File: config.mk
export PLATFORM = sky130hd
export DESIGN_NAME = note_tone_gen
export DESIGN_NICKNAME = d
export VERILOG_FILES = /design/src/rtl/tone_pkg.sv /design/src/rtl/note_tone_gen_half_cycle_counter.sv /design/src/rtl/note_tone_gen.sv
export SDC_FILE = /design/constraint.sdc
export NUM_CORES = 1
export LEC_CHECK = 0
export CELL_PAD_IN_SITES_DETAIL_PLACEMENT = 1
export CELL_PAD_IN_SITES_GLOBAL_PLACEMENT = 1
export CORE_MARGIN = 1
export CORE_UTILIZATION = 40
export CTS_BUF_LIST = sky130_fd_sc_hd__clkbuf_4 sky130_fd_sc_hd__clkbuf_8
export CTS_CLUSTER_DIAMETER = 120
export CTS_CLUSTER_SIZE = 30
export DETAILED_ROUTE_END_ITERATION = 8
export PLACE_DENSITY_LB_ADDON = 0.15
export SETUP_SLACK_MARGIN = 0.1
export SYNTH_ARGS = -nofsm -noshare
export SYNTH_HDL_FRONTEND = slang
export SYNTH_SLANG_ARGS = --single-unit
File: constraint.sdc
create_clock -name clk -period 4.96 [get_ports clk]
set_input_delay 0.992 -clock clk [delete_from_list [all_inputs] [get_ports clk]]
set_output_delay 0.992 -clock clk [all_outputs]
set_load 0.1 [all_outputs]
File: src/rtl/tone_pkg.sv
// Shared constants for the note tone generator: note word width,
// minimum half-period and FSM state encoding.
package tone_pkg;

  // Note word width, matching the note memory data width.
  localparam int NOTE_W = 27;

  // Shortest half-period allowed; nonzero notes below this are raised to it.
  localparam int MIN_HALF = 2;

  // FSM state encoding. 2'd3 is unreachable and recovers to IDLE.
  localparam logic [1:0] ST_IDLE = 2'd0;
  localparam logic [1:0] ST_HIGH = 2'd1;
  localparam logic [1:0] ST_LOW  = 2'd2;

endpackage

File: src/rtl/note_tone_gen_half_cycle_counter.sv
// Loadable down-counter used to time each half of the square wave.
// Load wins over decrement; the count holds at zero.
module half_cycle_counter #(
  parameter int W = 27
) (
  input  logic         clk,
  input  logic         reset,
  input  logic         load,
  input  logic [W-1:0] load_val,
  input  logic         en,
  output logic         zero
);

  logic [W-1:0] cnt_reg;

  // Count register: clear on reset, load a new half length, or count down.
  always_ff @(posedge clk) begin
    if (!reset) begin
      cnt_reg <= '0;
    end else if (load) begin
      cnt_reg <= load_val;
    end else if (en && (cnt_reg != '0)) begin
      cnt_reg <= cnt_reg - 1'b1;
    end
  end

  assign zero = (cnt_reg == '0);

endmodule

File: src/rtl/note_tone_gen.sv
// Square-wave tone generator. The note word is a half-period in clk
// cycles (0 = rest). New notes and mute are only honoured at the end of
// a full period, so the output never carries a truncated half-cycle.
module note_tone_gen #(
  parameter int NOTE_W   = tone_pkg::NOTE_W,
  parameter int MIN_HALF = tone_pkg::MIN_HALF
) (
  input  logic              clk,
  input  logic              reset,
  input  logic [NOTE_W-1:0] note,
  input  logic              mute,
  output logic              audio,
  output logic              playing,
  output logic              period_tick
);

  import tone_pkg::*;

  logic [1:0]        state_reg;
  logic [1:0]        state_next;
  logic [NOTE_W-1:0] note_q_reg;
  logic [NOTE_W-1:0] cur_half_reg;
  logic [NOTE_W-1:0] cur_half_next;
  logic [NOTE_W-1:0] eff;
  logic              cnt_load;
  logic [NOTE_W-1:0] cnt_load_val;
  logic              cnt_en;
  logic              cnt_zero;

  // Nonzero notes shorter than the minimum are raised to the minimum.
  assign eff = (note_q_reg < NOTE_W'(MIN_HALF)) ? NOTE_W'(MIN_HALF) : note_q_reg;

  half_cycle_counter #(
    .W(NOTE_W)
  ) u_half_cnt (
    .clk      (clk),
    .reset    (reset),
    .load     (cnt_load),
    .load_val (cnt_load_val),
    .en       (cnt_en),
    .zero     (cnt_zero)
  );

  // Next-state logic: notes are sampled only from IDLE or at the LOW-half end.
  always_comb begin
    state_next    = state_reg;
    cur_half_next = cur_half_reg;
    cnt_load      = 1'b0;
    cnt_load_val  = '0;
    cnt_en        = 1'b0;
    case (state_reg)
      ST_IDLE: begin
        if ((note_q_reg != '0) && !mute) begin
          cur_half_next = eff;
          cnt_load      = 1'b1;
          cnt_load_val  = eff - 1'b1;
          state_next    = ST_HIGH;
        end
      end
      ST_HIGH: begin
        if (cnt_zero) begin
          cnt_load     = 1'b1;
          cnt_load_val = cur_half_reg - 1'b1;
          state_next   = ST_LOW;
        end else begin
          cnt_en = 1'b1;
        end
      end
      ST_LOW: begin
        if (!cnt_zero) begin
          cnt_en = 1'b1;
        end else if (mute || (note_q_reg == '0)) begin
          state_next = ST_IDLE;
        end else begin
          cur_half_next = eff;
          cnt_load      = 1'b1;
          cnt_load_val  = eff - 1'b1;
          state_next    = ST_HIGH;
        end
      end
      default: begin
        state_next = ST_IDLE;
      end
    endcase
  end

  // State, half-length and note input registers; reset abandons any period.
  always_ff @(posedge clk) begin
    if (!reset) begin
      state_reg    <= ST_IDLE;
      cur_half_reg <= '0;
      note_q_reg   <= '0;
    end else begin
      state_reg    <= state_next;
      cur_half_reg <= cur_half_next;
      note_q_reg   <= note;
    end
  end

  // Outputs decode straight from the state register, so audio is glitch-free.
  assign audio       = (state_reg == ST_HIGH);
  assign playing     = (state_reg != ST_IDLE);
  assign period_tick = (state_reg == ST_LOW) && cnt_zero;

endmodule

* Word level (Yosys, flattened, before mapping)
Index checks and enable logic that the tools add are counted.
** Cells by class
- Mux-type cells :: 24
- Eq/ne operators :: 6
- Order comparisons :: 1
- Reduce and logical (&&, ||, !) cells :: 16
- Add/sub/neg operators :: 3
** Operators with widths (count)
- two-way mux 27 bit :: 10
- case mux 27 bit (3 select lines) :: 1
- subtractor 27 x 1 -> 27 bit (second input constant) :: 3
- zero test 27 bit :: 2
- case mux 27 bit (2 select lines) :: 1
- nonzero test 27 bit :: 2
- < comparator 27 x 2 -> 1 bit (second input constant) :: 1
- two-way mux 1 bit :: 7
- two-way mux 2 bit :: 3
- != test 2 bit (second input constant) :: 3
- case mux 2 bit (3 select lines) :: 1
- nonzero test 2 bit :: 3
- AND reduction 4 bit :: 1
- logical AND 1 bit :: 3
- case mux 1 bit (3 select lines) :: 1
- AND reduction 3 bit :: 1
- equality test 2 x 1 -> 1 bit (second input constant) :: 1
- equality test 2 bit (second input constant) :: 1
- zero test 2 bit :: 1
- != test 2 x 1 -> 1 bit (second input constant) :: 1
- OR reduction 2 bit :: 1
- zero test 1 bit :: 1
- logical OR 1 bit :: 1
** Storage, ports and cells
- Flip-flop bits (word level) :: 83
- Output and inout bits :: 3
- Input bits :: 30

* Depth between registers and ports, before layout
- Depth in word-level cells :: 7
- Depth in mapped cells :: 13

* Cells and area by module
From an unflattened synthesis, not the netlist that was laid out.
** Unflattened totals
- Cells, all modules :: 601
- Area total of the unflattened synthesis :: 5078.6 um2
** Modules (own cells, without submodules)
- note_tone_gen :: cells an instance 392, seq. area each 1121.1 um2, area an instance 3399.5 um2, times used 1
- half_cycle_counter :: cells an instance 209, seq. area each 540.5 um2, area an instance 1679.1 um2, times used 1

* Worst setup path after synthesis
OpenSTA, ideal clock, no wires.
- Kind :: flip-flop to flip-flop
- From :: reg u_half_cnt.cnt_reg[0]
- To :: reg cur_half_reg[10]
- Stages on the path, launching flop included :: 11
- Buffers on the path :: 1
- Period minus slack after synthesis :: 3.415 ns
- Arrival time :: 3.287 ns
- Slack :: 1.545 ns
- Path through :: dfxtp_1 -> inv_1 -> ha_1 -> nor4b_4 -> nand4_1 -> nor2_1 -> a21oi_1 -> nor2_4 -> buf_6 -> mux2i_1 -> nor2_1
** Between the ends
- Word-level cells in the longest chain between the ends :: 3
** RTL lines
- start, declared :: RTL line note_tone_gen_half_cycle_counter.sv:14 : logic [W-1:0] cnt_reg;
- start signal, assigned :: RTL line note_tone_gen_half_cycle_counter.sv:21 : cnt_reg <= load_val;
- start signal, assigned :: RTL line note_tone_gen_half_cycle_counter.sv:23 : cnt_reg <= cnt_reg - 1'b1;
- zero test 27 bit :: RTL line note_tone_gen_half_cycle_counter.sv:27 : assign zero = (cnt_reg == '0);
- != test 2 bit (no source line)
- AND reduction 4 bit (no source line)
- end signal, assigned :: RTL line note_tone_gen.sv:95 : cur_half_reg <= cur_half_next;
- end, declared :: RTL line note_tone_gen.sv:22 : logic [NOTE_W-1:0] cur_half_reg;
Every way passes these cells.
A chain may end at the register's enable or synchronous reset.

* Worst setup path after layout
- From :: reg u_half_cnt.cnt_reg[9]
- To :: out period_tick
** Between the ends
- Word-level cells in the longest chain between the ends :: 2
** RTL lines
- zero test 27 bit :: RTL line note_tone_gen_half_cycle_counter.sv:27
- logical AND 1 bit :: RTL line note_tone_gen.sv:103 : assign period_tick = (state_reg == ST_LOW) && cnt_zero;
- end, declared :: RTL line note_tone_gen.sv:14 : output logic period_tick
Every way passes these cells.

==> results.md <==
* P_leak at ~2.0 nW
* Fraction of the yosys area taken by sequential cells at between 30 and 40%
* Count of nets after finishing at about 590
* Clock sink count at 83
* DP Cell Count at between 600 and 700
* Vias per cell at between 5 and 6
* Hold buffer count at cts at 0
* Cells along the critical path: nor4_2, nand3_1, nor2_1, clkdlybuf4s50_1
* Clock Tree Buf Depth at 2
* YS warnings at 0
* Root buffer selected by CTS: sky130_fd_sc_hd__clkbuf_8
* DRT iter0 DRCs at just under 200
* Cell area after synthesis at between 0.004 and 0.005 mm2
* TritonCTS clock tree: done
* Commonest non-fill, non-tap cells in the layout: sky130_fd_sc_hd__dfxtp_1 (83), sky130_fd_sc_hd__nor2_1 (69), sky130_fd_sc_hd__xnor2_1 (40), sky130_fd_sc_hd__clkdlybuf4s50_1 (32), sky130_fd_sc_hd__and2_1 (28)
* Final worst path period need at between 3 and 4 ns
* Total half-perimeter wirelength after legalization and detailed placement at 9690 um
* Kind of critical path: reg -> out
* Net switching power at 558 uW
* Final Hold Fails at 0
* Inserted Clock Buffers at 9
* Internal power summed over all cells at between 1 and 1.5 mW
* Die footprint at approximately 0.012 mm2
* Combinational share of power at 26.7%
* Synthesis-to-layout area growth at 11.0%
* Antenna-violating nets left at 0
* Max transition margin at approximately a third
* ANT cells at 0
* Nature of the critical path startpoint: register
* Yosys cell types at 65
* Total power at between 1.5 and 2 mW
* Crit path required time at 3.97 ns
* Sum of overflow across all layers after global routing at 0
* Sum of routed wire length over all layers at about 13000 um
* Slowest-stage cell, CP: sky130_fd_sc_hd__clkdlybuf4s50_1
* Worst Hold Slack at between 0.5 and 0.6 ns
* Final Non-Filler Cells at 704
* Worst-path maximum fanout at 11
* Clk network pwr share at 26.0%
* Util after Layout at around 46%
* # resized after CTS at 0
* Delay contributed by the slowest stage of the critical path at about 1.2 ns
* Setup repair after global routing missed its margin: no
* Post-layout instance area at roughly 0.0053 mm2
* Count of buffers inserted at the top-level ports at 32
* Aggregate global-route resource usage at 21.8%
* Power density over cell area at about 310 mW/mm2
* Min setup slack post-route at 1.01 ns
* Number of flops mapped to enable cells by yosys at 0
* Global-route wire length before repair at 21100 um
* Kind of end point of the critical path: output pin
* Height of the die at 111 um
* Arrival time of the worst setup path at 2.96 ns
* Leading cell type in the layout, fill and taps excluded: sky130_fd_sc_hd__dfxtp_1
* DRC violation count after routing at 0
* Highest clock frequency the design can meet at between 0.2 and 0.3 GHz
* Die width at about 110 um
* Share of async-settable or async-resettable flops after synthesis at 0%
* Post-CTS setup repair buffer count at 0
* Slew of the pin with the lowest slew margin at between 1 and 1.5 ns
* Status: completed
* Setup TNS at 0 ns
* Area inside the core boundary at around 0.012 mm2
* Latest clock arrival within the worst-skew pair at ~0.37 ns
* Share of the cycle needed by the critical path after routing at between 70 and 80%
* Average instance area after synthesis at about 8.9 um2
* Total number of vias at roughly 4.0k
* Worst Path Buf+Inv at 1
* Clock Skew at roughly 0.0093 ns
* Peak supply drop at about 200 uV
* Routability congestion estimate from global placement at 0.829
* Num ports at 33
* Vias in the first global route at approximately 4.0k
* Final setup violating endpoints at 0
* Maximum level of the CTS H-tree at 3
* Proportion of layout cells with a drive suffix above 1 at between 9 and 10%
* Switching fraction of total power at approximately 34%
* Total of flip-flops plus latches after synthesis at 83
* Leading register cell type out of synthesis: sky130_fd_sc_hd__dfxtp_1
* Setup Slack @ Placement at 1.40 ns
* Type of the tightest min-delay check: reg -> reg
* Antenna violations before repair at 0
* Row cnt at 39
* Clock transition at the register clock pins on the worst setup and hold paths after CTS at ~0.080 ns
* MaxCap Viol Count at 0
* Instance count of the mapped netlist at approximately 540
* Starting utilization of the core area at between 40% and 50%
* Fraction of power consumed by sequential logic at 47.3%
* Final count of pins violating max slew at 0
* Pin count of the biggest net entering global routing at 43
* Total nets after synthesis at around 580
* Placed standard-cell area at 0.00516 mm2
* Family of cells with the greatest summed delay on the critical path: buffers and inverters
* Wire length per cell after detailed routing at ~18 um
* Detailed-router iteration count before antenna repair at 4
path summary, 6_finish.rpt:
path / from / end / slack [ns] / cells past startpoint
setup / recovery: u_half_cnt.cnt_reg[9] / period_tick / 1.01 / 4
hold / removal: note_q_reg[0] / cur_half_reg[0] / 0.54 / 2
setup reg to reg: note_q_reg[23] / u_half_cnt.cnt_reg[18] / 1.39 / 11
hold reg to reg: note_q_reg[0] / cur_half_reg[0] / 0.54 / 2
final cells by class:
cell class                 instances  area (um2)
clock inverter                     5        31.3
sequential                        83        1660
clock buffer                      10         131
inverter                           9        33.8
timing repair buffer              35         343
tap                              143         179
fill                            1378        6240
multi-input combinational        419        2940
power by group through the flow:
stage | sequential, mW | combinational [mW] | clock, mW
2_1_floorplan | 0.772 | 0.343 | 0
3_3_place_gp | 0.787 | 0.430 | 0
3_5_place_dp | 0.791 | 0.437 | 0
4_1_cts | 0.775 | 0.440 | 0.442
5_1_grt | 0.783 | 0.482 | 0.472
6_report | 0.775 | 0.438 | 0.427
cell usage after synthesis, types with 3 or more instances:
library cell,number,area (um2)
sky130_fd_sc_hd__nand4_1,4,25.0
sky130_fd_sc_hd__a31oi_1,3,18.8
sky130_fd_sc_hd__nor4b_1,3,26.3
sky130_fd_sc_hd__buf_6,6,67.6
sky130_fd_sc_hd__clkbuf_1,16,60.1
sky130_fd_sc_hd__dfxtp_1,83,1660
sky130_fd_sc_hd__xnor2_1,40,350
sky130_fd_sc_hd__nand2_1,24,90.1
sky130_fd_sc_hd__or3_1,6,37.5
sky130_fd_sc_hd__a211oi_2,10,125
sky130_fd_sc_hd__xor2_1,27,236
sky130_fd_sc_hd__mux2i_1,25,250
sky130_fd_sc_hd__o21ai_1,11,55.1
sky130_fd_sc_hd__o22ai_1,11,68.8
sky130_fd_sc_hd__nor4_1,21,131
sky130_fd_sc_hd__inv_1,8,30.0
sky130_fd_sc_hd__and3_1,5,31.3
sky130_fd_sc_hd__o21ai_0,5,25.0
sky130_fd_sc_hd__and2_1,28,175
sky130_fd_sc_hd__nor4_2,5,62.6
sky130_fd_sc_hd__or4_1,5,37.5
sky130_fd_sc_hd__buf_2,4,20.0
sky130_fd_sc_hd__ha_1,7,87.6
sky130_fd_sc_hd__nor3_1,26,130
sky130_fd_sc_hd__a21oi_1,15,75.1
sky130_fd_sc_hd__o31ai_1,3,22.5
sky130_fd_sc_hd__nand2b_1,3,18.8
sky130_fd_sc_hd__nand3_1,8,40.0
sky130_fd_sc_hd__a22oi_1,11,82.6
sky130_fd_sc_hd__nor2_1,69,259
per-layer routing:
metal / vias up / GRT usage [%] / part of all wire, %
met2: 64 / 33.9 / 44
met5: - / 0 / 0
li1: 1982 / - / -
met4: 0 / 8.11 / 1.8
met3: 15 / 2.94 / 2.8
met1: 1952 / 30.7 / 51
cells by family (layout without fill, tap and decap cells):
logic type | Yosys count | count (layout) | share of synthesized area [%]
adder cells (fa/ha/maj) | 7 | 7 | 1.83
multiplexers | 25 | 25 | 5.22
flip-flops | 83 | 83 | 34.7
XOR/XNOR | 67 | 67 | 12.2
AO/OA/AOI/OAI | 95 | 95 | 15.9
AND/OR/NAND/NOR | 225 | 225 | 26.2
buffers and inverters | 36 | 59 | 3.94
worst reg2reg max path: cells and delay by family, from the launching register on:
kind / cells / cell delay [ns]
AOI/OAI and AO/OA: 3 / 0.73
and+or+nand+nor: 6 / 1.91
adders and majority gates: 1 / 0.23
DFF: 1 / 0.35
xor gates and xnor gates: 1 / 0.28
Power figures use the tool's default switching activity.
